===== src/rtl/mips_pkg.sv =====
// Constants and types shared by the EX-stage blocks: ALU op codes, the
// multiply/divide op select and the sequencer state encoding.
package mips_pkg;

  localparam logic [2:0] ALU_ADD = 3'b000;
  localparam logic [2:0] ALU_SUB = 3'b001;
  localparam logic [2:0] ALU_SLT = 3'b111;

  localparam logic OP_MULTU = 1'b0;
  localparam logic OP_DIVU  = 1'b1;

  typedef enum logic [2:0] {
    ST_IDLE     = 3'd0,
    ST_MUL_STEP = 3'd1,
    ST_DIV_CMP  = 3'd2,
    ST_DIV_SUB  = 3'd3,
    ST_DONE     = 3'd4
  } mdu_state_t;

endpackage


===== src/rtl/mul_div_seq.sv =====
// Iterative unsigned 16x16 MULTU/DIVU sequencer that borrows the shared ALU
// while busy, building the result into hi/lo one bit per step.
module mul_div_seq
  import mips_pkg::*;
#(
  parameter int WIDTH = 16
) (
  input  logic             clk,
  input  logic             rst_n,
  input  logic             start,
  input  logic             op,
  input  logic [WIDTH-1:0] a,
  input  logic [WIDTH-1:0] b,
  output logic             busy,
  output logic             done,
  output logic             div_by_zero,
  output logic [WIDTH-1:0] hi,
  output logic [WIDTH-1:0] lo,
  output logic [WIDTH-1:0] alu_in1,
  output logic [WIDTH-1:0] alu_in2,
  output logic [2:0]       alu_cnt,
  input  logic [WIDTH-1:0] alu_result
);

  mdu_state_t       r_state;
  logic [WIDTH-1:0] r_hi;
  logic [WIDTH-1:0] r_lo;
  logic [WIDTH-1:0] r_opb;
  logic [3:0]       r_cnt;
  logic             r_dbz;

  logic             w_accept;
  logic             w_last;
  logic [WIDTH-1:0] w_rshift;
  logic             w_msb;
  logic [WIDTH-1:0] w_sum;
  logic             w_carry;

  assign w_accept = start && ((r_state == ST_IDLE) || (r_state == ST_DONE));
  assign w_last   = (r_cnt == 4'd15);

  // Division: partial remainder shifted left with the next dividend bit.
  assign w_rshift = {r_hi[WIDTH-2:0], r_lo[WIDTH-1]};
  assign w_msb    = r_hi[WIDTH-1];

  // Multiply: the ALU only returns 16 bits, so the carry is recovered by wrap detection.
  assign w_sum   = r_lo[0] ? alu_result : r_hi;
  assign w_carry = r_lo[0] && (alu_result < r_hi);

  always_comb begin
    alu_in1 = '0;
    alu_in2 = '0;
    alu_cnt = ALU_ADD;
    case (r_state)
      ST_MUL_STEP: begin
        alu_in1 = r_hi;
        alu_in2 = r_opb;
        alu_cnt = ALU_ADD;
      end
      ST_DIV_CMP: begin
        alu_in1 = w_rshift;
        alu_in2 = r_opb;
        alu_cnt = ALU_SLT;
      end
      ST_DIV_SUB: begin
        alu_in1 = r_hi;
        alu_in2 = r_opb;
        alu_cnt = ALU_SUB;
      end
      default: ;
    endcase
  end

  always_ff @(posedge clk) begin
    if (!rst_n) begin
      r_state <= ST_IDLE;
      r_hi    <= '0;
      r_lo    <= '0;
      r_cnt   <= '0;
      r_dbz   <= 1'b0;
    end else if (w_accept) begin
      r_cnt <= '0;
      r_dbz <= 1'b0;
      if (op == OP_MULTU) begin
        r_hi    <= '0;
        r_lo    <= b;
        r_opb   <= a;
        r_state <= ST_MUL_STEP;
      end else if (b == '0) begin
        r_hi    <= a;
        r_lo    <= '1;
        r_dbz   <= 1'b1;
        r_state <= ST_DONE;
      end else begin
        r_hi    <= '0;
        r_lo    <= a;
        r_opb   <= b;
        r_state <= ST_DIV_CMP;
      end
    end else begin
      case (r_state)
        ST_MUL_STEP: begin
          {r_hi, r_lo} <= {w_carry, w_sum, r_lo[WIDTH-1:1]};
          r_cnt        <= r_cnt + 4'd1;
          if (w_last) r_state <= ST_DONE;
        end
        ST_DIV_CMP: begin
          r_hi <= w_rshift;
          r_lo <= {r_lo[WIDTH-2:0], 1'b0};
          // A set 17th bit means r' certainly exceeds the divisor.
          if (w_msb || !alu_result[0]) begin
            r_state <= ST_DIV_SUB;
          end else begin
            r_cnt <= r_cnt + 4'd1;
            if (w_last) r_state <= ST_DONE;
          end
        end
        ST_DIV_SUB: begin
          r_hi    <= alu_result;
          r_lo[0] <= 1'b1;
          r_cnt   <= r_cnt + 4'd1;
          r_state <= w_last ? ST_DONE : ST_DIV_CMP;
        end
        ST_DONE: r_state <= ST_IDLE;
        default: r_state <= ST_IDLE;
      endcase
    end
  end

  assign busy        = (r_state == ST_MUL_STEP) || (r_state == ST_DIV_CMP) ||
                       (r_state == ST_DIV_SUB);
  assign done        = (r_state == ST_DONE);
  assign div_by_zero = r_dbz;
  assign hi          = r_hi;
  assign lo          = r_lo;

endmodule


===== config.mk =====
export PLATFORM = sky130hd
export DESIGN_NAME = mul_div_seq
export DESIGN_NICKNAME = d
export VERILOG_FILES = /design/src/rtl/mips_pkg.sv /design/src/rtl/mul_div_seq.sv
export SDC_FILE = /design/constraint.sdc
export NUM_CORES = 1
export LEC_CHECK = 0
export BUFFER_PORTS_ARGS = -buffer_cell sky130_fd_sc_hd__buf_2
export CORE_ASPECT_RATIO = 0.9
export CORE_MARGIN = 3
export CORE_UTILIZATION = 54
export CTS_BUF_LIST = sky130_fd_sc_hd__clkbuf_8
export CTS_CLUSTER_SIZE = 12
export DETAILED_ROUTE_END_ITERATION = 10
export PLACE_DENSITY = 0.82
export SLEW_MARGIN = 10
export SYNTH_ARGS = -nofsm -noshare
export SYNTH_HDL_FRONTEND = slang
export SYNTH_SLANG_ARGS = --single-unit

===== constraint.sdc =====
create_clock -name clk -period 2.92 [get_ports clk]
set_clock_uncertainty 0.2 [all_clocks]
set_input_delay 0.146 -clock clk [delete_from_list [all_inputs] [get_ports clk]]
set_output_delay 0.146 -clock clk [all_outputs]
set_load 0.005 [all_outputs]

[Word-level counts from Yosys, hierarchy flattened]
Index checks and enable logic that the tools add are counted.
Cells by class
  add/sub/neg operators: 1
  $lt $le $gt $ge: 1
  equal/unequal tests: 7
  mux-type cells: 26
  bitwise logic cells: 1
  reduce and logical (&&, ||, !) cells: 17
Operator list (number)
  16-bit 2-to-1 mux: 10
  16-bit case mux with 3 select lines: 1
  16-bit case mux with 2 select lines: 1
  15-bit case mux with 2 select lines: 1
  3-bit 2-to-1 mux: 6
  16-bit logical NOT: 1
  16-bit < comparator: 1
  3-bit case mux with 3 select lines: 1
  4-bit case mux with 2 select lines: 1
  3-bit by 2-bit equality test with 1-bit output, second input constant: 2
  3-bit case mux with 2 select lines: 1
  4-bit by 1-bit adder with 4-bit output, second input constant: 1
  4-bit equality test, second input constant: 1
  1-bit logical OR: 4
  4-bit 2-to-1 mux: 1
  2-bit inequality test, second input constant: 2
  4-bit nonzero test: 1
  2-bit OR reduction: 2
  3-bit by 1-bit equality test with 1-bit output, second input constant: 1
  3-bit equality test, second input constant: 1
  3-bit logical NOT: 1
  1-bit case mux with 3 select lines: 1
  3-bit AND reduction: 1
  3-bit nonzero test: 1
  other kinds (7): 9
Storage, ports and cells
  bits in registers: 56
  input bits: 52
  output and inout port bits: 70

[Depth between registers and ports, before layout]
  depth in word-level cells: 5
  gate-level depth with buffers: 8
  mapped depth without buffers: 7

[Least setup slack after synthesis]
No wires, ideal clock.
  kind: register to register
  start point: reg r_state[0]
  end point: reg r_opb[0], enable pin
  setup time: 0.388 ns
  arrival: 1.733 ns
  data required time: 2.332 ns
  path slack: 0.599 ns
  cell stages (with the launch flop): 7
  buffers on the path: 3
  clock period less this slack: 2.321 ns
  cells stage by stage: dfxtp_1 > buf_2 > nor3b_2 > buf_2 > clkbuf_8 > nand2_1 > nor2_1
Between the ends
  longest elaborated chain between the ends: 4
  elaborated cells on any way between the ends: 5
  those cells by class: eq/ne (1); reduce/logical (4)
RTL lines
  start, declared: RTL line mul_div_seq.sv:25  | mdu_state_t r_state;
  start signal, assigned: RTL line mul_div_seq.sv:122  | r_state <= w_last ? ST_DONE : ST_DIV_CMP;
  3-bit equality test / 3-bit logical NOT (equally long branches): RTL line mul_div_seq.sv:39  | assign w_accept = start && ((r_state == ST_IDLE) || (r_state == ST_DONE));
  1-bit logical OR (*): RTL line mul_div_seq.sv:39
  1-bit logical AND (*): RTL line mul_div_seq.sv:39
  3-bit AND reduction (no source line) (*)
  end signal, assigned: RTL line mul_div_seq.sv:87  | r_opb <= a;
  end signal, assigned: RTL line mul_div_seq.sv:97  | r_opb <= b;
  end, declared: RTL line mul_div_seq.sv:28  | logic [WIDTH-1:0] r_opb;
Every way passes the cells marked *; elsewhere a longest branch is shown, timed or not.
A chain may end at the register's enable or synchronous reset.

[Worst setup path in the final report]
  start point: in b[10]
  end point: reg r_hi[0], in the netlist hi[0]
Between the ends
  longest elaborated chain between the ends: 4
RTL lines
  start, declared: RTL line mul_div_seq.sv:13  | input logic [WIDTH-1:0] b,
  16-bit logical NOT: RTL line mul_div_seq.sv:89  | end else if (b == '0) begin
  16-bit 2-to-1 mux: RTL line mul_div_seq.sv:89
  16-bit 2-to-1 mux: RTL line mul_div_seq.sv:84  | if (op == OP_MULTU) begin
  16-bit 2-to-1 mux: RTL line mul_div_seq.sv:81  | end else if (w_accept) begin
  end signal, assigned: RTL line mul_div_seq.sv:103  | {r_hi, r_lo} <= {w_carry, w_sum, r_lo[WIDTH-1:1]};
  end signal, assigned: RTL line mul_div_seq.sv:108  | r_hi <= w_rshift;
  end signal, assigned: RTL line mul_div_seq.sv:119  | r_hi <= alu_result;
  end, declared: RTL line mul_div_seq.sv:26  | logic [WIDTH-1:0] r_hi;
No other way between the ends.

==> impl_metrics.csv <==
group,metric,value,unit
setup_path,critical_path_class,"in2reg",
logic_synthesis,synth-edff-count,16,
sta,tns,0,ns
setup_path,cp.required,2.88,ns
die,fp.coreArea,7148,um^2
setup_path,crit_arrival,2.64,ns
clocking,cts_tree,"done",
routing,wirelength,13180,um
layout,multiInputGateArea,2394,um^2
sta,hold_violations,0,
sta,post-route-period-util,91.85,%
logic_synthesis,ys_warn_count,0,
logic_synthesis,synth-seq-area-share,31.94,%
logic_synthesis,netlist_area,4011,um^2
die,start_util,56.12,%
status,outcome,"finished, final reports clean",
setup_path,cp_slowest_cell,"dlygate4sd3_1",
die,ioPinCount,122,
sta,worst_pin_slew,1.044,ns
die,rows,29,
logic_synthesis,synth_area_leaders,"dfxtp_1 (20%), edfxtp_1 (12%), mux2_2 (12%)",
logic_synthesis,ys.flop_type,"dfxtp_1",
global_routing,grt_remaining_overflow,0,
logic_synthesis,ys_types,46,
sta,setup_viol,0,
layout,n_antenna_cell,0,
setup_path,max_stage_delay,0.56,ns
power,irDropWorstVdd,356.3,uV
logic_synthesis,synth_top_cell_by_area,"dfxtp_1",
layout,drive_gt1_share,32.31,%
routing,num_vias,4281,
sta,finalWorstSetupSlack,0.2380,ns
clocking,cts-root-buf,"clkbuf_8",
power,leakagePower,0.002165,uW
routing,routed-wl-met2,6460,um
setup_path,crit_path_end_kind,"flip-flop",
die,die_h,87.77,um
logic_synthesis,synth_cells,447,
routing,routed-wl-met3,1113,um
sta,relSlewSlack,30.16,%
setup_path,cp_cell_sequence,"dlygate4sd3_1 -> buf_2 -> nor4_1 -> and4_1 -> and2_1 -> a21oi_1 -> a211oi_1",
logic_synthesis,postSynthAreaPerCell,8.974,um^2
placement,dp_hpwl,8886,um
clocking,cts_buffers,5,
layout,syn2layout_area_growth,26.23,%
logic_synthesis,synth_common_cells,"o21ai_0 (52), nand2_1 (44), mux2_2 (41)",
hold_path,holdCritPathClass,"in2reg",
setup_path,worst-path-buf-inv,2,
sta,finalCriticalPeriod,2.682,ns
power,power_density,481.0,nW/um^2
placement,io_buffers,121,
layout,finalNetCount,652,
logic_synthesis,synth.top_cell.area_share,19.96,%
routing,wl_per_cell,19.44,um
logic_synthesis,synth_most_common_cell,"o21ai_0",
clocking,cts_max_level,2,
routing,first_iter_violations,459,
flow_run,drv_cap,0,
die,die_width,96.85,um
routing,top_layer_used,"met4",
sta,slew_viol_final,0,
routing,remaining_drc_errors,0,
placement,place_inst,633,
routing,wl_met1,5225,um
routing,ant_nets,0,
sta,fmax,372.9,MHz
layout,fillerInstances,545,
global_routing,grt_pass1_wl,20510,um
sta,rsz0062_at_grt,"no",
routing,first_pass_iters,6,
die,die_area,8500,um^2
layout,finalNonFillerCells,678,
clocking,clk_path_buf_depth,2,
logic_synthesis,ys_seq_elements,56,
clocking,clk_pin_slew,0.10,ns
routing,routed_via_density,6.314,
setup_path,start_kind,"input port",
logic_synthesis,synth_fp_nets,515,
clocking,clk_latency,0.31,ns
global_routing,grt_max_degree,39,
placement,gp_congestion,0.9259,
global_routing,grt_pass1_vias,4061,
logic_synthesis,synthArstFlopShare,0,%
placement,dp_slack,0.6129,ns
global_routing,track_usage,29.43,%
layout,regArea,1281,um^2
setup_path,crit_family,"simple AND/OR/NAND/NOR gates",
clocking,cts.sinks,56,
setup_path,path_max_fanout,17,
global_routing,antenna_found_initial,0,
-- cells by family after synthesis --
logic type | count (synthesis) | share of synthesized area [%]
compound gates | 150 | 24.61
simple gates | 101 | 12.79
buf+inv | 60 | 8.453
mux | 60 | 16.34
flops | 56 | 31.94
fa+ha+maj | 16 | 4.991
xor+xnor | 4 | 0.8735
-- where the power goes --
group / leakage [uW] / total (uW) / internal, uW / switching (uW)
Combinational: 0.00163 / 895 / 423 / 472
Sequential: 0.000478 / 1000 / 891 / 113
Clock: 0.0000548 / 536 / 259 / 277
Total: 0.00217 / 2440 / 1570 / 862
-- cell usage in the layout, fill, tap and decap left out, types with 2 or more instances in the layout --
master         Yosys  routed
buf_2             13     121
o21ai_0           52      51
nand2_1           44      44
mux2_2            41      41
dfxtp_1           40      40
dlygate4sd3_1      0      37
and2_1            22      22
inv_1             19      19
a21oi_1           18      18
a211oi_1          17      17
a22o_1            16      16
a31oi_1           16      16
mux2i_1           16      16
ha_1              16      16
edfxtp_1          16      16
o221ai_1          15      15
nor2_1            13      13
buf_4              8      12
clkbuf_8           2       5
nor4_1             4       4
a21o_1             4       4
nor2b_1            3       3
mux2_1             3       3
nand3_1            3       3
nand2b_1           4       3
nand4_1            3       3
xnor2_1            2       2
a21boi_0           2       2
a2111oi_0          2       2
o22ai_1            2       2
xor2_1             2       2
-- path summary, 6_finish.rpt --
check / from / endpoint / slack, ns / cells after the start
setup / recovery: b[10] / hi[0] / 0.24 / 7
hold / removal: a[12] / hi[12] / 0.007 / 3
setup reg to reg: r_state[1] / hi[0] / 0.33 / 5
hold reg to reg: div_by_zero / div_by_zero / 0.28 / 2
-- cell type report --
class                   instances  area share [%]
well taps                      93           2.298
inverters                      19           1.408
repair buffers                171           21.45
clock buffers                   5           1.359
multi-input cells             331           47.27
clock inverters                 3          0.9143
flip-flops and latches         56           25.30
-- worst reg2reg max path, stage by stage (launching register included) --
cell	delay, ns
dfxtp_1	0.51
nor2_1	0.20
nand2_1	0.31
nand2_1	0.50
o21ai_0	0.22
a211oi_1	0.50
-- per-layer routing --
layer	vias up	global-route usage, %
met5	-	0
met4	0	8.163
met3	50	4.857
met2	268	53.63
met1	2030	36.45
li1	1933	-
-- repair_timing --
action / 4_1_cts / 5_1_grt
endpoints found under the setup margin: 0 / 1
gates resized for setup: 0 / 1
buffers inserted: 0 / 0
hold buffers: 35 / 2
hold endpoints to repair: 24 / 2
-- per-stage QoR --
| stage | instance area [um^2] | total power, uW | utilization (%) | hold WS (ns) |
|---|---|---|---|---|
| floorplan | 4011 | 1536 | - | 0.1257 |
| global placement | 4576 | 1809 | 64.01 | 0.2542 |
| detailed placement | 4576 | 1839 | 64.01 | 0.2760 |
| CTS | 5041 | 2399 | 70.52 | 0.0001711 |
| global route | 5064 | 2558 | 70.84 | 0.01661 |
| finish | 5064 | 2436 | 70.84 | 0.007036 |
-- registers in the layout (all words and copies together), names as in the netlist --
name / cells
hi: 16
lo: 16
r_opb: 16
r_cnt: 4
r_state: 3
div_by_zero: 1
Power figures use the tool's default switching activity.
